[src/rtl/uart_mmio_responder.sv]
// uart_mmio_responder: memory-mapped front end for a byte UART.
// Status and data registers sit at 0x80000000..0x8000000C (exact 32-bit match).
// A single-byte transmit holding register feeds a valid/ready transmitter.
// Receive storage is one holding register by default; defining the macro
// UART_RX_FIFO_EN replaces it with a 4-entry FIFO.
module uart_mmio_responder (
  input  logic        clk,
  input  logic        rst_n,
  input  logic [31:0] addr,
  input  logic [31:0] wdata,
  input  logic        we,
  input  logic        re,
  output logic [31:0] rdata,
  output logic [7:0]  tx_data,
  output logic        tx_valid,
  input  logic        tx_ready,
  input  logic [7:0]  rx_data,
  input  logic        rx_strobe
);

  localparam logic [31:0] ADDR_TX_STATUS = 32'h8000_0000;
  localparam logic [31:0] ADDR_RX_STATUS = 32'h8000_0004;
  localparam logic [31:0] ADDR_TX_DATA   = 32'h8000_0008;
  localparam logic [31:0] ADDR_RX_DATA   = 32'h8000_000C;

  logic       rd_tx_status;
  logic       rd_rx_status;
  logic       rd_rx_data;
  logic       wr_tx_data;
  logic       tx_empty;
  logic       tx_load;
  logic       tx_fire;
  logic       rx_avail;
  logic       rx_full;
  logic       rx_pop;
  logic       rx_push;
  logic [7:0] rx_head;
  logic       rx_overrun;
  logic [31:0] rd_next;
  // Only the low byte of a store is meaningful; the rest is deliberately ignored.
  logic       unused_wdata_hi;

  assign unused_wdata_hi = ^wdata[31:8];

  assign rd_tx_status = re && (addr == ADDR_TX_STATUS);
  assign rd_rx_status = re && (addr == ADDR_RX_STATUS);
  assign rd_rx_data   = re && (addr == ADDR_RX_DATA);
  assign wr_tx_data   = we && (addr == ADDR_TX_DATA);

  // The holding register is empty exactly when no byte is being offered.
  assign tx_empty = ~tx_valid;
  assign tx_fire  = tx_valid && tx_ready;
  // A store racing a handshake sees the pre-edge full status and is dropped.
  assign tx_load  = wr_tx_data && tx_empty;

  // Transmit holding register: load on an accepted store, release on handshake.
  always_ff @(posedge clk or negedge rst_n) begin
    if (!rst_n) begin
      tx_valid <= 1'b0;
      tx_data  <= 8'h00;
    end else if (tx_load) begin
      tx_valid <= 1'b1;
      tx_data  <= wdata[7:0];
    end else if (tx_fire) begin
      tx_valid <= 1'b0;
    end
  end

  // A pop frees a slot in the same cycle, so a simultaneous strobe still lands.
  assign rx_pop  = rd_rx_data && rx_avail;
  assign rx_push = rx_strobe && (!rx_full || rx_pop);

`ifdef UART_RX_FIFO_EN
  logic [7:0] fifo_mem [0:3];
  logic [1:0] wr_ptr;
  logic [1:0] rd_ptr;
  logic [2:0] count;

  assign rx_full  = (count == 3'd4);
  assign rx_avail = (count != 3'd0);
  assign rx_head  = fifo_mem[rd_ptr];

  // FIFO control: 2-bit pointers wrap naturally, count tracks occupancy 0..4.
  always_ff @(posedge clk or negedge rst_n) begin
    if (!rst_n) begin
      wr_ptr <= 2'd0;
      rd_ptr <= 2'd0;
      count  <= 3'd0;
    end else begin
      if (rx_push) wr_ptr <= wr_ptr + 2'd1;
      if (rx_pop)  rd_ptr <= rd_ptr + 2'd1;
      count <= count + {2'b00, rx_push} - {2'b00, rx_pop};
    end
  end

  // FIFO storage: payload only, never observed unless count says it is valid.
  always_ff @(posedge clk) begin
    if (rx_push) fifo_mem[wr_ptr] <= rx_data;
  end
`else
  logic [7:0] hold_byte;
  logic       hold_valid;

  assign rx_full  = hold_valid;
  assign rx_avail = hold_valid;
  assign rx_head  = hold_byte;

  // Single holding register occupancy flag.
  always_ff @(posedge clk or negedge rst_n) begin
    if (!rst_n) begin
      hold_valid <= 1'b0;
    end else if (rx_push) begin
      hold_valid <= 1'b1;
    end else if (rx_pop) begin
      hold_valid <= 1'b0;
    end
  end

  // Holding register payload, qualified by hold_valid.
  always_ff @(posedge clk) begin
    if (rx_push) hold_byte <= rx_data;
  end
`endif

  // Overrun is sticky; a new overrun wins over a clearing status read.
  always_ff @(posedge clk or negedge rst_n) begin
    if (!rst_n) begin
      rx_overrun <= 1'b0;
    end else if (rx_strobe && !rx_push) begin
      rx_overrun <= 1'b1;
    end else if (rd_rx_status) begin
      rx_overrun <= 1'b0;
    end
  end

  // Read mux built from pre-edge state; unmapped and empty reads give zero.
  always_comb begin
    rd_next = 32'h0000_0000;
    if (rd_tx_status) begin
      rd_next = {31'b0, tx_empty};
    end else if (rd_rx_status) begin
      rd_next = {30'b0, rx_overrun, rx_avail};
    end else if (rd_rx_data && rx_avail) begin
      rd_next = {24'b0, rx_head};
    end
  end

  // Load data register: captured on every load, held between loads.
  always_ff @(posedge clk or negedge rst_n) begin
    if (!rst_n) begin
      rdata <= 32'h0000_0000;
    end else if (re) begin
      rdata <= rd_next;
    end
  end

endmodule

[config.mk]
export PLATFORM = sky130hd
export DESIGN_NAME = uart_mmio_responder
export DESIGN_NICKNAME = d
export VERILOG_FILES = /design/src/rtl/uart_mmio_responder.sv
export SDC_FILE = /design/constraint.sdc
export NUM_CORES = 1
export LEC_CHECK = 0
export CORE_MARGIN = 4
export CORE_UTILIZATION = 33
export CTS_CLUSTER_SIZE = 30
export DETAILED_ROUTE_END_ITERATION = 10
export PLACE_DENSITY = 0.89
export SLEW_MARGIN = 20
export SYNTH_ARGS = -nofsm -noshare
export SYNTH_HDL_FRONTEND = slang
export SYNTH_SLANG_ARGS = --single-unit
[constraint.sdc]
create_clock -name clk -period 2.8 [get_ports clk]
set_clock_uncertainty 0.1 [all_clocks]
set_input_delay 0.7 -clock clk [delete_from_list [all_inputs] [get_ports clk]]
set_output_delay 0.7 -clock clk [all_outputs]
set_load 0.02 [all_outputs]
# Yosys cells after proc, flatten, opt, wreduce, memory -nomap -nowiden
# Cells that the tools add are included.
# totals
regBits,51
inputBits,78
out_inout_bits,41
word_cells,35
# op_classes
n_eq_ne,4
mux,9
n_bitwise,1
reduce_logical,15
# op_table
operator,count
$eq A32 B32 Y1 const B,4
$mux W8,3
$logic_and A1 B1 Y1,9
$mux W1,6
$reduce_bool A2 Y1,3
$logic_not A1 Y1,2
$logic_or A1 B1 Y1,1
$not A1 Y1,1

# Longest topological paths before layout
# depth
depth_word,8
ltp_mapped,4
ltp_nobuf,4

# Least setup slack after synthesis
# Ideal clock, no wire load.
# synth_path
kind,input to register
start,input port addr[26]
end,register hold_byte[0] (enable)
setup_ns,0.385
arrival_ns,2.467
required_time_ns,2.315
slack_ns,-0.153
cell_stages,4
n_path_buf,0
cell_sequence,nor4_1 nand4_1 or4_1 a21boi_0
# synth_between
elab_chain_cells,5
# synth_rtl
element,line,rtl
start: declaration,9,"input logic [31:0] addr,"
$eq A32 B32 Y1,47,assign rd_rx_data = re && (addr == ADDR_RX_DATA);
$logic_and A1 B1 Y1,47,
$logic_and A1 B1 Y1,70,assign rx_pop = rd_rx_data && rx_avail;
$logic_or A1 B1 Y1,71,assign rx_push = rx_strobe && (!rx_full || rx_pop);
$logic_and A1 B1 Y1,71,
named net rx_push,36,logic rx_push;
end signal: assignment,121,if (rx_push) hold_byte <= rx_data;
end: declaration,101,logic [7:0] hold_byte;
# The timed path passes the listed nets, and every way through them passes these cells.
# A chain may end at the register's enable or synchronous reset.

# Worst setup path after layout
# layout_path
start,input port addr[17]
end,register hold_byte[5] (enable)
# The elaborated chain is that of the path after synthesis.

==> impl_metrics.json <==
{
  "peakVddDrop_mv": 0.323,
  "holdWs_ns": 0.399,
  "ys_types": 24,
  "yosysSeqAreaShare_pct": 56.0,
  "p_clk_share_pct": 28.8,
  "p_sw_share_pct": 23.0,
  "synth.area.top_cells": "dfrtp_1 (37%), edfxtp_1 (19%), buf_4 (14%)",
  "nets": 262,
  "cts_setup_buffers": 0,
  "place_area_um2": 2010,
  "first_pass_iters": 4,
  "cts.repair.resized": 0,
  "drt-initial-drc-count": 24,
  "drt-total-wl_mm": 3.11,
  "areaGrowthSynthToFinish_pct": 61.5,
  "ant_nets": 0,
  "outcome": "complete, no violations",
  "setup.worst_path.end_class": "register",
  "antenna_cells": 0,
  "p_sw_uw": 172,
  "synth_cells": 101,
  "drv_slew": 0,
  "avgViaCountPerCell": 4.49,
  "port_buffers": 70,
  "io_pins": 119,
  "dieArea_um2": 4940,
  "period_share_pct": 93.1,
  "antenna_found_initial": 0,
  "crit_path_start_kind": "input pin",
  "vias": 1037,
  "yosysTopAreaCell": "dfrtp_1",
  "synth-warning-count": 0,
  "cp_data_arrival_time_ns": 2.50,
  "yosys.area.top_type_share_pct": 37.2,
  "intPower_uw": 576,
  "ctsHoldBuffers": 0,
  "crit_chain": "clkdlybuf4s50_1, nor4_2, nand4_1, or4_1, a21boi_1, buf_4",
  "fin_ws_ns": 0.192,
  "cpMaxStageDelayCell": "or4_1",
  "ys_ff_latch": 27,
  "grt_pass1_wl_mm": 4.91,
  "clock_path_buffers": 2,
  "crit_required_ns": 2.69,
  "path_max_fanout": 8,
  "leakagePower_uw": 0.000877,
  "fp.dieW_um": 70.3,
  "syn_avg_cell_area_um2": 12.7,
  "globalRouteTotalUtil_pct": 12.6,
  "pwr-share-seq_pct": 54.2,
  "stdcell_area_um2": 2070,
  "synthesis.area_um2": 1280,
  "post-place-ws_ns": -0.187,
  "rows": 22,
  "worstHoldPathType": "register to register",
  "clkTransAtPathRegs_ns": 0.09,
  "slowest_delay_ns": 0.56,
  "numCtsBuffers": 3,
  "drc": 0,
  "critical_path_class": "input pin to register",
  "dp.cells": 227,
  "hpwl_mm": 2.63,
  "grt_pass1_vias": 1024,
  "cts_tree": "yes",
  "p_comb_share_pct": 17.0,
  "powerDensity_nw_per_um2": 362,
  "cts.sinks": 27,
  "hold_violations": 0,
  "cts-htree-levels": 1,
  "gp_congestion": 0.721,
  "maxCapViolations": 0,
  "wl_per_cell_um": 13.5,
  "root_buffer": "clkbuf_8",
  "die_h_um": 70.3,
  "mostFrequentLayoutCells": "clkdlybuf4s50_1 (70), conb_1 (24), dfrtp_1 (19)",
  "grt_max_degree": 20,
  "drive_above_1_share_pct": 13.7,
  "finalCriticalPeriod_ns": 2.61,
  "rsz0062_at_grt": "no",
  "layout_commonest_cell": "clkdlybuf4s50_1",
  "insertion_delay_ns": 0.27,
  "core_um2": 3720,
  "timing.fmax_mhz": 383,
  "stdcell_count": 231,
  "globalRoute.totalOverflow": 0,
  "setup_violations": 0,
  "p_total_uw": 748,
  "start_util_pct": 34.4
}
## critical path: cells and delay by family
kind / cells / cell delay, ns
AO/OA/AOI/OAI: 1 / 0.18
buffers and inverters: 2 / 0.59
AND/OR/NAND/NOR: 3 / 1.02
## kinds of logic after synthesis
kind of cell           Yosys count  synth area share [%]
multiplexers                     8                  7.05
buffers and inverters           27                  15.0
AO/OA/AOI/OAI                   15                  10.4
AND/OR/NAND/NOR                 23                  11.4
flip-flops                      27                  56.0
other                            1                 0.293
## sequential cells by signal (all words and copies together) (netlist names)
signal and flops:
rdata 8, rx_overrun 1, tx_data 8, hold_byte 8, hold_valid 1, tx_valid 1
## routing by layer
metal,global-route usage [%],routed length [um]
met2,21.9,1650
met5,0,0
met4,5.74,72
met1,14.0,1130
met3,3.45,263
## cell usage after synthesis (all sizes together)
cell type,instances
a21boi,1
a21o,2
a2bb2oi,1
a31o,1
a31oi,1
a32o,6
and3,1
buf,24
conb,1
dfrtp,19
edfxtp,8
inv,3
mux2,8
nand2,5
nand4,2
nor2,4
nor2b,1
nor3,1
nor4,7
nor4b,1
o2bb2ai,1
o41ai,2
or4,1
## worst paths after layout
check                               from           end  slack (ns)  cells after the start
worst max-delay path            addr[17]  hold_byte[5]        0.19                      6
worst min-delay path            rdata[2]      rdata[2]        0.40                      1
worst max register to register  tx_valid    tx_data[4]        1.16                      5
worst min register to register  rdata[2]      rdata[2]        0.40                      1
max in group asynchronous          rst_n      rdata[1]        1.75                      2
min in group asynchronous          rst_n    tx_data[1]        0.65                      2
## cell type report
type	count	area (um^2)
Fill cell	324	1650
Timing Repair Buffer	79	768
Sequential cell	27	716
Multi-Input combinational cell	70	464
Tap cell	48	60.1
Clock buffer	3	41.3
Inverter	3	11.3
Clock inverter	1	5.00
## power groups by stage
stage | Clock (uW) | Combinational [uW] | Sequential [uW]
after CTS | 222 | 127 | 406
final | 216 | 127 | 406
after detailed placement | 0 | 126 | 414
after floorplan | 0 | 64.3 | 414
after global placement | 0 | 124 | 414
after global routing | 245 | 136 | 406
## per-stage QoR
stage               setup TNS, ns  util, %
floorplan                       0        -
global placement            -1.37     54.2
detailed placement          -2.04     54.2
CTS                             0     55.4
global route                    0     55.6
finish                          0     55.6
Note: power is estimated with default switching activity, not from simulation.
